### src/rtl/ram_dump_pkg.sv
// Shared types for the RAM dump engine: FSM states and the buffered word record.
package ram_dump_pkg;

   typedef enum logic [1:0] {
      IDLE,
      RUN,
      DRAIN
   } state_e;

   localparam int FifoDepth = 2;

   // Entry fields are sized for the widest supported build (Width <= 64, Depth <= 65536).
   localparam int MaxWidth = 64;
   localparam int MaxAw    = 16;

   typedef struct packed {
      logic [MaxWidth-1:0] data;
      logic [MaxAw-1:0]    addr;
      logic                last;
   } dump_entry_t;

endpackage

### src/rtl/ram_dump_fifo2.sv
// Two-entry synchronous FIFO of dump entries; head is always visible on dout_o.
module ram_dump_fifo2
   import ram_dump_pkg::*;
(
   input  logic        clk_i,
   input  logic        rst_ni,
   input  logic        push_i,
   input  dump_entry_t din_i,
   input  logic        pop_i,
   input  logic        flush_i,
   output dump_entry_t dout_o,
   output logic [1:0]  count_o,
   output logic        full_o,
   output logic        empty_o
);

   dump_entry_t mem_reg [FifoDepth];
   logic        wr_ptr_reg;
   logic        rd_ptr_reg;
   logic [1:0]  count_reg;
   logic        do_push;
   logic        do_pop;

   assign empty_o = (count_reg == 2'd0);
   assign full_o  = (count_reg == 2'(FifoDepth));
   assign count_o = count_reg;
   assign dout_o  = mem_reg[rd_ptr_reg];

   // A push into a full FIFO is accepted only when the head leaves in the same cycle.
   assign do_pop  = pop_i && !empty_o;
   assign do_push = push_i && (!full_o || do_pop);

   always_ff @(posedge clk_i or negedge rst_ni) begin
      if (!rst_ni) begin
         for (int i = 0; i < FifoDepth; i++) begin
            mem_reg[i] <= '0;
         end
         wr_ptr_reg <= 1'b0;
         rd_ptr_reg <= 1'b0;
         count_reg  <= 2'd0;
      end else if (flush_i) begin
         wr_ptr_reg <= 1'b0;
         rd_ptr_reg <= 1'b0;
         count_reg  <= 2'd0;
      end else begin
         if (do_push) begin
            mem_reg[wr_ptr_reg] <= din_i;
            wr_ptr_reg          <= ~wr_ptr_reg;
         end
         if (do_pop) begin
            rd_ptr_reg <= ~rd_ptr_reg;
         end
         count_reg <= count_reg + {1'b0, do_push} - {1'b0, do_pop};
      end
   end

endmodule

### src/rtl/ram_1p_dump.sv
// Sweeps a single-port RAM from address 0 to Depth-1 and streams each word with its
// address on a valid/ready port, throttling reads so the 2-entry buffer never overflows.
module ram_1p_dump
   import ram_dump_pkg::*;
#(
   parameter  int Width = 32,
   parameter  int Depth = 128,
   localparam int Aw    = $clog2(Depth)
) (
   input  logic             clk_i,
   input  logic             rst_ni,
   input  logic             start_i,
   input  logic             abort_i,
   output logic             busy_o,
   output logic             done_o,
   output logic             ram_req_o,
   output logic [Aw-1:0]    ram_addr_o,
   input  logic [Width-1:0] ram_rdata_i,
   output logic             dump_valid_o,
   input  logic             dump_ready_i,
   output logic [Width-1:0] dump_data_o,
   output logic [Aw-1:0]    dump_addr_o,
   output logic             dump_last_o
);

   localparam logic [Aw-1:0] LastAddr = Aw'(Depth - 1);

   state_e          state_reg;
   state_e          state_next;
   logic [Aw-1:0]   cnt_reg;
   logic [Aw-1:0]   addr_q_reg;
   logic            inflight_reg;
   logic            issue;
   logic            done;
   logic            pop;
   logic [2:0]      occupancy;
   dump_entry_t     push_entry;
   dump_entry_t     head;
   logic [1:0]      fifo_count;
   logic            fifo_full;
   logic            fifo_empty;
   logic            unused_bits;

   assign pop = !fifo_empty && dump_ready_i;

   // Slots committed after this edge; a same-cycle pop frees its slot, which keeps
   // one word per cycle flowing while the buffer stays within two entries.
   assign occupancy = {1'b0, fifo_count} + {2'b00, inflight_reg} - {2'b00, pop};

   always_comb begin
      state_next = state_reg;
      issue      = 1'b0;
      done       = 1'b0;
      unique case (state_reg)
         IDLE: begin
            if (start_i) begin
               state_next = RUN;
            end
         end
         RUN: begin
            if (occupancy < 3'd2) begin
               issue = 1'b1;
               if (cnt_reg == LastAddr) begin
                  state_next = DRAIN;
               end
            end
         end
         DRAIN: begin
            if (pop && head.last) begin
               done       = 1'b1;
               state_next = IDLE;
            end
         end
         default: state_next = IDLE;
      endcase
      if (abort_i) begin
         state_next = IDLE;
         issue      = 1'b0;
         done       = 1'b0;
      end
   end

   always_ff @(posedge clk_i or negedge rst_ni) begin
      if (!rst_ni) begin
         state_reg    <= IDLE;
         cnt_reg      <= '0;
         addr_q_reg   <= '0;
         inflight_reg <= 1'b0;
      end else begin
         state_reg    <= state_next;
         inflight_reg <= issue;
         if (issue) begin
            addr_q_reg <= cnt_reg;
         end
         if (state_next == IDLE) begin
            cnt_reg <= '0;
         end else if (issue && (cnt_reg != LastAddr)) begin
            cnt_reg <= cnt_reg + Aw'(1);
         end
      end
   end

   assign push_entry = '{
      data: MaxWidth'(ram_rdata_i),
      addr: MaxAw'(addr_q_reg),
      last: (addr_q_reg == LastAddr)
   };

   ram_dump_fifo2 u_fifo (
      .clk_i   (clk_i),
      .rst_ni  (rst_ni),
      .push_i  (inflight_reg),
      .din_i   (push_entry),
      .pop_i   (pop),
      .flush_i (abort_i),
      .dout_o  (head),
      .count_o (fifo_count),
      .full_o  (fifo_full),
      .empty_o (fifo_empty)
   );

   // Upper entry bits beyond Width/Aw are always zero and intentionally dropped.
   assign unused_bits = ^{head, fifo_full};

   assign busy_o       = (state_reg != IDLE);
   assign done_o       = done;
   assign ram_req_o    = issue;
   assign ram_addr_o   = cnt_reg;
   assign dump_valid_o = !fifo_empty;
   assign dump_data_o  = head.data[Width-1:0];
   assign dump_addr_o  = head.addr[Aw-1:0];
   assign dump_last_o  = head.last;

endmodule

### config.mk
export PLATFORM = sky130hd
export DESIGN_NAME = ram_1p_dump
export DESIGN_NICKNAME = d
export VERILOG_FILES = /design/src/rtl/ram_dump_pkg.sv /design/src/rtl/ram_dump_fifo2.sv /design/src/rtl/ram_1p_dump.sv
export SDC_FILE = /design/constraint.sdc
export NUM_CORES = 1
export LEC_CHECK = 0
export CAP_MARGIN = 10
export CORE_ASPECT_RATIO = 0.75
export CORE_MARGIN = 5
export CORE_UTILIZATION = 35
export CTS_CLUSTER_SIZE = 30
export DETAILED_ROUTE_END_ITERATION = 10
export GPL_ROUTABILITY_DRIVEN = 0
export PLACE_DENSITY_LB_ADDON = 0.1
export SLEW_MARGIN = 0
export SYNTH_ARGS = -nofsm -noshare
export SYNTH_HDL_FRONTEND = slang
export SYNTH_SLANG_ARGS = --single-unit
### constraint.sdc
create_clock -name clk_i -period 3.8 [get_ports clk_i]
set_input_delay 0.76 -clock clk_i [delete_from_list [all_inputs] [get_ports clk_i]]
set_output_delay 0.76 -clock clk_i [all_outputs]
set_load 0.02 [all_outputs]
==> results by group <==
Critical path
  – Depth of the worst register-to-register path: 10
  – Critical Path Sink Type: primary output
  – Critical Path Start Type: input pin
  – Critical path's slowest cell: clkdlybuf4s50_1
  – Max FO, Critical Path: 2
  – Worst endpoint required time: 3.04 ns
  – Slowest Stage Delay on Critical Path: 0.48 ns
  – Critical path class: in2out
  – Arrival time at the worst endpoint: 2.78 ns
  – Reg-to-Reg Start: u_fifo.count_o[0]
  – Worst reg2reg path endpoint: ram_addr_o[5]
  – Critical path, cell by cell: clkdlybuf4s50_1, o21a_1, ha_1, inv_1, nand2_1, fa_1, xnor2_1, nand4_1, clkinv_1, clkbuf_2
  – Worst reg2reg setup slack: ~1.0 ns

Placed design
  – Dpl hpwl: 6381 um
  – Pre-CTS setup slack: -0.1893 ns
  – I/O Buffers: between 80 and 90
  – Count of placed standard cells including taps: between 500 and 600

Finish
  – Area grow syn2layout: 29.22%
  – Nets@finish: roughly 470
  – FILL cells: 1,149
  – Post-Layout Cell Count: 599
  – Largest register FFs: 80
  – Layout cell share with drive strength beyond 1: between 30% and 40%
  – Count of inserted antenna diode cells: 0

Floorplan
  – Core Area: 13,110 um2
  – I/O pin count: slightly below 90
  – Total number of placement rows: 36
  – Initial Util: between 30% and 40%
  – Floorplan die area: 15,900 um2
  – Die width: about 140 um
  – Die height: 110.5 um

Detailed routing
  – Remaining antenna violation count after routing: 0
  – Routed wire length: about 9800 um
  – Overall via count from detail_route: approximately 2,800
  – Average routed wire per standard cell: roughly 16 um
  – Number of DRC markers after the initial detailed-route iteration: 93
  – Total DRC errors in the routed layout: 0
  – Drt first pass iters: 4
  – Average via count per standard cell: roughly 4.7

Synth
  – Fraction of the yosys area taken by sequential cells: roughly 54%
  – Gate Count Post-Synth: ~330
  – Synthesized netlist net count: 373
  – Number of synthesized register bits: 101
  – Proportion of netlist area held by the largest area contributor: a little over half
  – Syn. warnings: 0
  – Cell variety after synth: roughly 40
  – Post-synthesis cell type with the largest combined area: dfrtp_1
  – Ranking of synthesized cells by area: dfrtp_1 54%, mux2_2 19%, mux2_4 13%
  – Post-synth top flop: dfrtp_1
  – Async set or reset register ratio after synthesis: 100.0%
  – Post-synth design cell area: 4711 um2
  – Post-synth EDFFs: 0
  – Synthesized area per cell: 14.23 um2

CTS
  – Total of hold buffers inserted after clock tree synthesis: 0
  – CTS tree: built
  – Clk_lat worst skew: about 0.34 ns
  – Clock Pin Slew Worst Setup and Hold Paths: approximately 0.07 ns
  – Clock Sinks: 101
  – Number of CTS-inserted buffers: 9
  – Cell at the root of the clock tree: clkbuf_16
  – Largest buffer count on any clock path: 2
  – Maximum level of the CTS H-tree: 3

Timing
  – Maximum clock skew at final layout: between 0.008 and 0.009 ns
  – Fraction of the cycle the final worst path needs: 93.24%
  – Max transition margin: around half
  – Max Clk Rate: 0.2822 GHz
  – Least-Margin Pin Slew: between 0.7 and 0.8 ns
  – Clock period minus final worst setup slack: ~3.5 ns
  – Max Slew Vio Count: 0
  – Crit path setup slack, layout: about 0.26 ns
  – Unrepaired setup endpoints after global routing: no
  – Total count of hold-check failures in the final report: 0
  – Total of endpoints with negative setup slack in the final report: 0

Status
  – Outcome: completed

Pwr
  – Peak supply drop: approximately 0.31 mV
  – Power per Cell Area: 652.2 nW/um2
  – Leakage dissipation: around 0.0028 uW

Flow run
  – Max-cap violations: 0

Global routing
  – Largest net degree at the start of global routing: 53
  – GRT Total Usage: between 10% and 20%
  – Global-route wire length before repair: between 15,000 and 20,000 um
  – Number of antenna violations at the first check in global routing: 0
  – Sum of overflow across all layers after global routing: 0
  – Via count of the first global-routing pass: between 3,000 and 4,000

Min path
  – Type of the most critical hold path: in2async
## through the flow
stage	power (uW)	util, %	TNS (ns)	hold slack [ns]	cell area [um2]
global placement	3111	44.27	-0.1442	0.4846	5803
floorplan	2454	-	0	0.4644	4711
global route	4208	46.44	0	0.4971	6087
finish	3970	46.44	0	0.4394	6087
detailed placement	3135	44.27	-0.1893	0.4877	5803
CTS	4044	46.47	0	0.4640	6091
## power breakdown
group	leakage, uW	switching, uW	internal, uW
logic	0.00134	702	914
registers	0.00133	136	1340
clock network	0.000146	384	497
total	0.00282	1220	2750
## timing repair
action / 4_1_cts / 5_1_grt
setup endpoints to repair: 1 / 1
gates resized for setup: 1 / 2
setup buffers: 0 / 0
## kinds of logic (layout without fill, tap and decap cells)
kind of cell | count (synthesis) | in the layout | synth area share (%)
AO/OA/AOI/OAI | 16 | 16 | 2.550
XOR/XNOR | 6 | 6 | 1.116
adder cells (fa/ha/maj) | 5 | 5 | 1.487
buffers and inverters | 25 | 122 | 3.001
flip-flops | 101 | 101 | 53.65
multiplexers | 120 | 120 | 31.87
AND/OR/NAND/NOR | 58 | 58 | 6.321
## worst max-delay path, delay by kind of cell
kind / cells / cell delay [ns]
buf+inv: 4 / 0.80
fa+ha+maj: 2 / 0.62
simple gates: 2 / 0.23
xor+xnor: 1 / 0.22
compound gates: 1 / 0.14
## area by class of cell
cell class | count | area, um2 | area share [%]
clock buffers | 13 | 270.3 | 4.440
well taps | 171 | 214.0 | 3.515
repair buffers | 99 | 978.4 | 16.07
inverters | 7 | 27.53 | 0.4522
flip-flops and latches | 101 | 2529 | 41.54
multi-input cells | 205 | 2049 | 33.67
clock inverters | 3 | 18.77 | 0.3083
## cells in the mapped netlist (2+ instances only)
master    instances
nor2_1            7
xor2_1            3
o21ai_0           2
or2_2             2
dfrtp_1         101
mux2_4           40
o31ai_1           2
nand2_1          26
mux2_2           80
or4_1             2
clkbuf_1          2
nand3_1           5
buf_2             6
nor3_1            2
a21oi_1           5
buf_1             4
inv_1             5
nand4_1           4
buf_6             5
ha_1              4
xnor2_1           3
a31oi_1           2
## cell usage in the layout (no fill, tap or decap), drive strengths merged, types with 2 or more instances in the layout
master,synthesis,final
ha,4,4
o21ai,2,2
inv,5,5
or4,2,2
nor4b,2,2
or2,2,2
nor2,7,7
nor3,2,2
clkinv,2,5
dfrtp,101,101
clkdlybuf4s50,0,85
nand3,5,5
or3,2,2
buf,15,13
and3,2,2
clkbuf,3,14
a21oi,5,5
o31ai,3,3
xor2,3,3
nand4,4,4
xnor2,3,3
mux2,120,120
nand2,26,26
a31oi,2,2
## layer usage
layer | vias up | part of all wire (%) | track usage (%)
li1 | 1367 | - | -
met1 | 1417 | 48 | 18.10
met2 | 54 | 47 | 19.50
met3 | 6 | 4.6 | 3.933
met4 | 0 | 0.91 | 3.388
met5 | - | 0 | 0
## how the worst max path moves through the flow
| stage | startpoint | to | slack (ns) | cells past startpoint |
|---|---|---|---|---|
| floorplan | dump_ready_i | ram_req_o | 0.72 | 8 |
| global placement | dump_ready_i | ram_req_o | -0.14 | 10 |
| detailed placement | dump_ready_i | ram_req_o | -0.19 | 10 |
| CTS | dump_ready_i | ram_req_o | 0.08 | 10 |
| global route | dump_ready_i | ram_req_o | 0.12 | 10 |
| finish | dump_ready_i | ram_req_o | 0.26 | 10 |
Power figures use the tool's default switching activity.
